`src/rtl/button_event_detector.sv`:
```
// Synchronises, debounces and classifies one push-button into single-cycle press/short/long pulses on clk.
// Defining BTN_REPEAT_EN adds auto-repeat of long_pulse/press_pulse every REPEAT_TICKS ticks while held.
module button_event_detector #(
    parameter int TICK_DIV       = 100000,
    parameter int DEBOUNCE_TICKS = 10,
    parameter int LONG_TICKS     = 1000,
    parameter int REPEAT_TICKS   = 200
) (
    input  logic clk,
    input  logic reset,
    input  logic btn_in,
    output logic btn_level,
    output logic press_pulse,
    output logic short_pulse,
    output logic long_pulse,
    output logic held
);
    localparam int TW = (TICK_DIV > 1) ? $clog2(TICK_DIV) : 1;
    localparam int DW = (DEBOUNCE_TICKS > 1) ? $clog2(DEBOUNCE_TICKS) : 1;
    localparam int HW = (LONG_TICKS > 1) ? $clog2(LONG_TICKS) : 1;

    typedef enum logic [1:0] {
        IDLE    = 2'd0,
        PRESSED = 2'd1,
        LONG    = 2'd2
    } state_t;

    logic          s1_q, s2_q;
    logic [TW-1:0] tick_cnt_q;
    logic          tick;
    logic [DW-1:0] deb_cnt_q;
    logic          level_q, level_prev_q;
    logic          rise, fall;
    logic          long_hit;
    logic          rep_hit;
    state_t        state_q, state_d;
    logic [HW-1:0] hold_cnt_q, hold_cnt_d;
    logic          press_q, press_d;
    logic          short_q, short_d;
    logic          long_q, long_d;
    logic          held_q, held_d;

    always_ff @(posedge clk) begin
        if (reset) begin
            s1_q <= 1'b0;
            s2_q <= 1'b0;
        end else begin
            s1_q <= btn_in;
            s2_q <= s1_q;
        end
    end

    assign tick = (tick_cnt_q == TW'(TICK_DIV - 1));

    always_ff @(posedge clk) begin
        if (reset) begin
            tick_cnt_q <= '0;
        end else if (tick) begin
            tick_cnt_q <= '0;
        end else begin
            tick_cnt_q <= tick_cnt_q + 1'b1;
        end
    end

    // Any cycle where s2 agrees with the current level restarts the debounce window.
    always_ff @(posedge clk) begin
        if (reset) begin
            deb_cnt_q <= '0;
            level_q   <= 1'b0;
        end else if (s2_q == level_q) begin
            deb_cnt_q <= '0;
        end else if (tick) begin
            if (deb_cnt_q == DW'(DEBOUNCE_TICKS - 1)) begin
                level_q   <= s2_q;
                deb_cnt_q <= '0;
            end else begin
                deb_cnt_q <= deb_cnt_q + 1'b1;
            end
        end
    end

    always_ff @(posedge clk) begin
        if (reset) begin
            level_prev_q <= 1'b0;
        end else begin
            level_prev_q <= level_q;
        end
    end

    assign rise     = level_q & ~level_prev_q;
    assign fall     = ~level_q & level_prev_q;
    // Release outranks the long threshold when both land in the same cycle.
    assign long_hit = (state_q == PRESSED) && !fall && tick &&
                      (hold_cnt_q == HW'(LONG_TICKS - 1));

`ifdef BTN_REPEAT_EN
    localparam int RW = (REPEAT_TICKS > 1) ? $clog2(REPEAT_TICKS) : 1;

    logic [RW-1:0] rep_cnt_q, rep_cnt_d;

    assign rep_hit = (state_q == LONG) && !fall && tick &&
                     (rep_cnt_q == RW'(REPEAT_TICKS - 1));

    always_comb begin
        rep_cnt_d = rep_cnt_q;
        if (state_q != LONG || fall) begin
            rep_cnt_d = '0;
        end else if (tick) begin
            rep_cnt_d = rep_hit ? '0 : rep_cnt_q + 1'b1;
        end
    end

    always_ff @(posedge clk) begin
        if (reset) begin
            rep_cnt_q <= '0;
        end else begin
            rep_cnt_q <= rep_cnt_d;
        end
    end
`else
    // REPEAT_TICKS only matters with auto-repeat; this folds to constant 0.
    assign rep_hit = (REPEAT_TICKS < 0);
`endif

    always_ff @(posedge clk) begin
        if (reset) begin
            state_q    <= IDLE;
            hold_cnt_q <= '0;
            press_q    <= 1'b0;
            short_q    <= 1'b0;
            long_q     <= 1'b0;
            held_q     <= 1'b0;
        end else begin
            state_q    <= state_d;
            hold_cnt_q <= hold_cnt_d;
            press_q    <= press_d;
            short_q    <= short_d;
            long_q     <= long_d;
            held_q     <= held_d;
        end
    end

    always_comb begin
        state_d    = state_q;
        hold_cnt_d = hold_cnt_q;
        case (state_q)
            IDLE: begin
                if (rise) begin
                    state_d    = PRESSED;
                    hold_cnt_d = '0;
                end
            end
            PRESSED: begin
                if (fall) begin
                    state_d = IDLE;
                end else if (long_hit) begin
                    state_d = LONG;
                end else if (tick) begin
                    hold_cnt_d = hold_cnt_q + 1'b1;
                end
            end
            LONG: begin
                if (fall) begin
                    state_d = IDLE;
                end
            end
            default: state_d = IDLE;
        endcase
    end

    always_comb begin
        press_d = ((state_q == IDLE) && rise) || rep_hit;
        short_d = (state_q == PRESSED) && fall;
        long_d  = long_hit || rep_hit;
        held_d  = (state_d == LONG);
    end

    assign btn_level   = level_q;
    assign press_pulse = press_q;
    assign short_pulse = short_q;
    assign long_pulse  = long_q;
    assign held        = held_q;
endmodule

```
`config.mk`:
```
export PLATFORM = sky130hd
export DESIGN_NAME = button_event_detector
export DESIGN_NICKNAME = d
export VERILOG_FILES = /design/src/rtl/button_event_detector.sv
export SDC_FILE = /design/constraint.sdc
export NUM_CORES = 1
export LEC_CHECK = 0
export BUFFER_PORTS_ARGS = -buffer_cell sky130_fd_sc_hd__buf_2
export CAP_MARGIN = 20
export CORE_ASPECT_RATIO = 2
export CORE_MARGIN = 1
export CORE_UTILIZATION = 35
export DETAILED_ROUTE_END_ITERATION = 8
export MAX_ROUTING_LAYER = met4
export PLACE_DENSITY = 0.49
export SYNTH_ARGS = -nofsm -noshare
export SYNTH_HDL_FRONTEND = slang
export SYNTH_SLANG_ARGS = --single-unit
```
`constraint.sdc`:
```
create_clock -name clk -period 4.46 [get_ports clk]
set_input_delay 0.892 -clock clk [delete_from_list [all_inputs] [get_ports clk]]
set_output_delay 0.892 -clock clk [all_outputs]
set_load 0.02 [all_outputs]
```
==> reports/metrics.cfg <==
[final_layout]
drive_gt1_frac=0.1050
antenna_cells=0
multi_input_area_sq_um=974.7
fin_util=0.3975
final_nets=223
ff_latch_area_sq_um=820.8
fillerInstances=560
area_growth_pct=9.769

[synth]
synth_edf_count=0
synth_warnings=0
synth-main-ff-cell=dfxtp_1
syn_avg_cell_area_sq_um=8.867
synth.net_count=213
yosysSeqAreaShare=0.4450
synth_area_sq_mm=0.001844
async_reset_ff_frac=0
ys_ff_latch=41
syn_inst=208
synthDistinctLibCells=41

[floorplan]
die_h_um=104.7
std_cell_rows=37
die_w_um=53.33
die-area_sq_mm=0.005582
core_area_sq_mm=0.005092
io_pins=8
start_util=0.3622

[clock_network]
cts_tree=yes
cts_htree_levels=2
clock-sinks=41
cts_buffer_depth=2
path_clk_slew_ps=80
cts_root_buf=clkbuf_8
hold_buffers=0
cts_setup_buffers=0
cts_buffers=5
cts_resized=0
worst_skew_pair.late_latency_ps=300

[flow_run]
maxCapViolCount=0

[sta]
hold_violations=0
timing.fmax_mhz=380.9
slew_viol_final=0
worstMarginPinSlew_ps=848.0
worst_clock_skew_ps=6.681
setup_ws_ps=1835
fin_hold_ws_ps=438.9
setup_viol=0
fin_crit_sh=0.5886
slew_headroom=0.4334
period_minus_slack_ps=2625
rsz0062_at_grt=false
finalSetupTns_ps=0

[global_routing]
grtUsageTotal=0.1613
grt_overflow=0
grt_max_degree=19
grt_pass1_wl_um=6375
grt_pass1_vias=1375
antenna_found_initial=0

[hold_path]
hp-class=reg -> reg

[detailed_routing]
wl_per_cell_um=14.30
drcViolationCount=0
drt_iter0_markers=26
dr.pass1.iters=4
vias=1471
routed_wl_um=3960
final_antenna_net_count=0
viasPerCell=5.310

[power]
p_leak_uw=0.0007125
ir_drop_uv=245.2
power.share.combinational=0.023
p_clk_frac=0.390
power_density_mw_per_mm2=312.3
p_int_uw=484.4
swShare=0.2337
p_sw_uw=147.7
seqPwrFrac=0.587

[critical_path]
crit_path_end_kind=flip-flop
worst-path-max-fanout=13
crit_arrival_ps=2850
crit_required_ps=4690
worstSetupPathType=reg -> reg
r2r_setup_slack_ps=1830
start_kind=flip-flop

[place]
place.gp.congestion=0.7636
dp_slack_ps=1835
port_buffers=7
dp_hpwl_um=2916

[status]
outcome=complete, no violations

[cell type report]
cell class	instances	area share
Clock buffer	6	0.03585
Clock inverter	2	0.007417
Inverter	7	0.01298
Multi-Input combinational cell	155	0.4815
Sequential cell	41	0.4054
Tap cell	58	0.03585
Timing Repair Buffer	8	0.02101
[critical path, cell delays in order (launching register included)]
cell     delay [ps]
dfxtp_1         360
or4b_4          560
nor4_4          680
nand4_1         270
or4_1           520
a31oi_1         170
[synthesized netlist by cell type, drive strengths merged (4+ instances only)]
master / instances / share of area
nor2: 30 / 0.061
nor2b: 7 / 0.024
nand2: 16 / 0.033
o31ai: 5 / 0.020
nand2b: 6 / 0.024
xnor2: 6 / 0.028
nand3: 15 / 0.041
clkbuf: 4 / 0.0081
inv: 7 / 0.014
a31oi: 4 / 0.014
nor3: 4 / 0.011
and2: 4 / 0.014
xor2: 12 / 0.057
a21oi: 4 / 0.011
dfxtp: 41 / 0.45
nand4: 7 / 0.024
[stage by stage]
step           total power [uW]  cell area, sq um  cells
6_report                  632.2              2024    277
3_3_place_gp              395.0              1937    269
5_1_grt                   655.4              2024    277
4_1_cts                   641.4              2024    277
3_5_place_dp              394.7              1937    269
2_1_floorplan             390.5              1844    208
[cell families (layout without fill, tap and decap cells)]
family / count (synthesis) / in the layout / share of synthesized area
multiplexers: 3 / 3 / 0.01628
flip-flops: 41 / 41 / 0.4450
AND/OR/NAND/NOR: 106 / 106 / 0.3100
XOR/XNOR: 18 / 18 / 0.08548
AO/OA/AOI/OAI: 26 / 26 / 0.1031
adder cells (fa/ha/maj): 2 / 2 / 0.01357
buffers and inverters: 12 / 23 / 0.02646
[power by group through the flow]
stage / Clock (uW) / Sequential, uW / Combinational, uW
3_5_place_dp: 0 / 380 / 14.7
5_1_grt: 267 / 372 / 16.5
2_1_floorplan: 0 / 380 / 10.9
6_report: 246 / 371 / 14.4
4_1_cts: 255 / 371 / 14.8
3_3_place_gp: 0 / 380 / 15.0
[routing by layer]
metal  up-vias  share of wire  track usage
met5         -              0            -
met4         0          0.025      0.07331
met3         8          0.024      0.03057
met2        22           0.56       0.2938
met1       690           0.39       0.1507
li1        751              -            -
[final timing paths]
| check | from | endpoint | cells after the start |
|---|---|---|---|
| setup reg to reg | tick_cnt_q[5]$_SDFF_PP0_ | hold_cnt_q[4]$_SDFFE_PP0P_ | 5 |
| hold / removal | s1_q$_SDFF_PP0_ | s2_q$_SDFF_PP0_ | 1 |
| setup / recovery | tick_cnt_q[5]$_SDFF_PP0_ | hold_cnt_q[4]$_SDFFE_PP0P_ | 5 |
| hold reg to reg | s1_q$_SDFF_PP0_ | s2_q$_SDFF_PP0_ | 1 |
[flip-flops by register name, indices dropped and copies added, names as in the netlist]
name	cells
tick_cnt_q	17
hold_cnt_q	10
deb_cnt_q	4
state_q	2
btn_level	1
held	1
level_prev_q	1
long_pulse	1
press_pulse	1
s1_q	1
s2_q	1
short_pulse	1
[layout by cell type, fill, tap and decap left out, drive strengths merged, types with 5 or more instances in the layout]
cell type / instances
nor2: 30
buf: 8
clkbuf: 6
nand2b: 6
inv: 7
nand3: 15
xor2: 12
o31ai: 5
nor2b: 7
nand4: 7
dfxtp: 41
xnor2: 6
nand2: 16
Power figures use the tool's default switching activity.
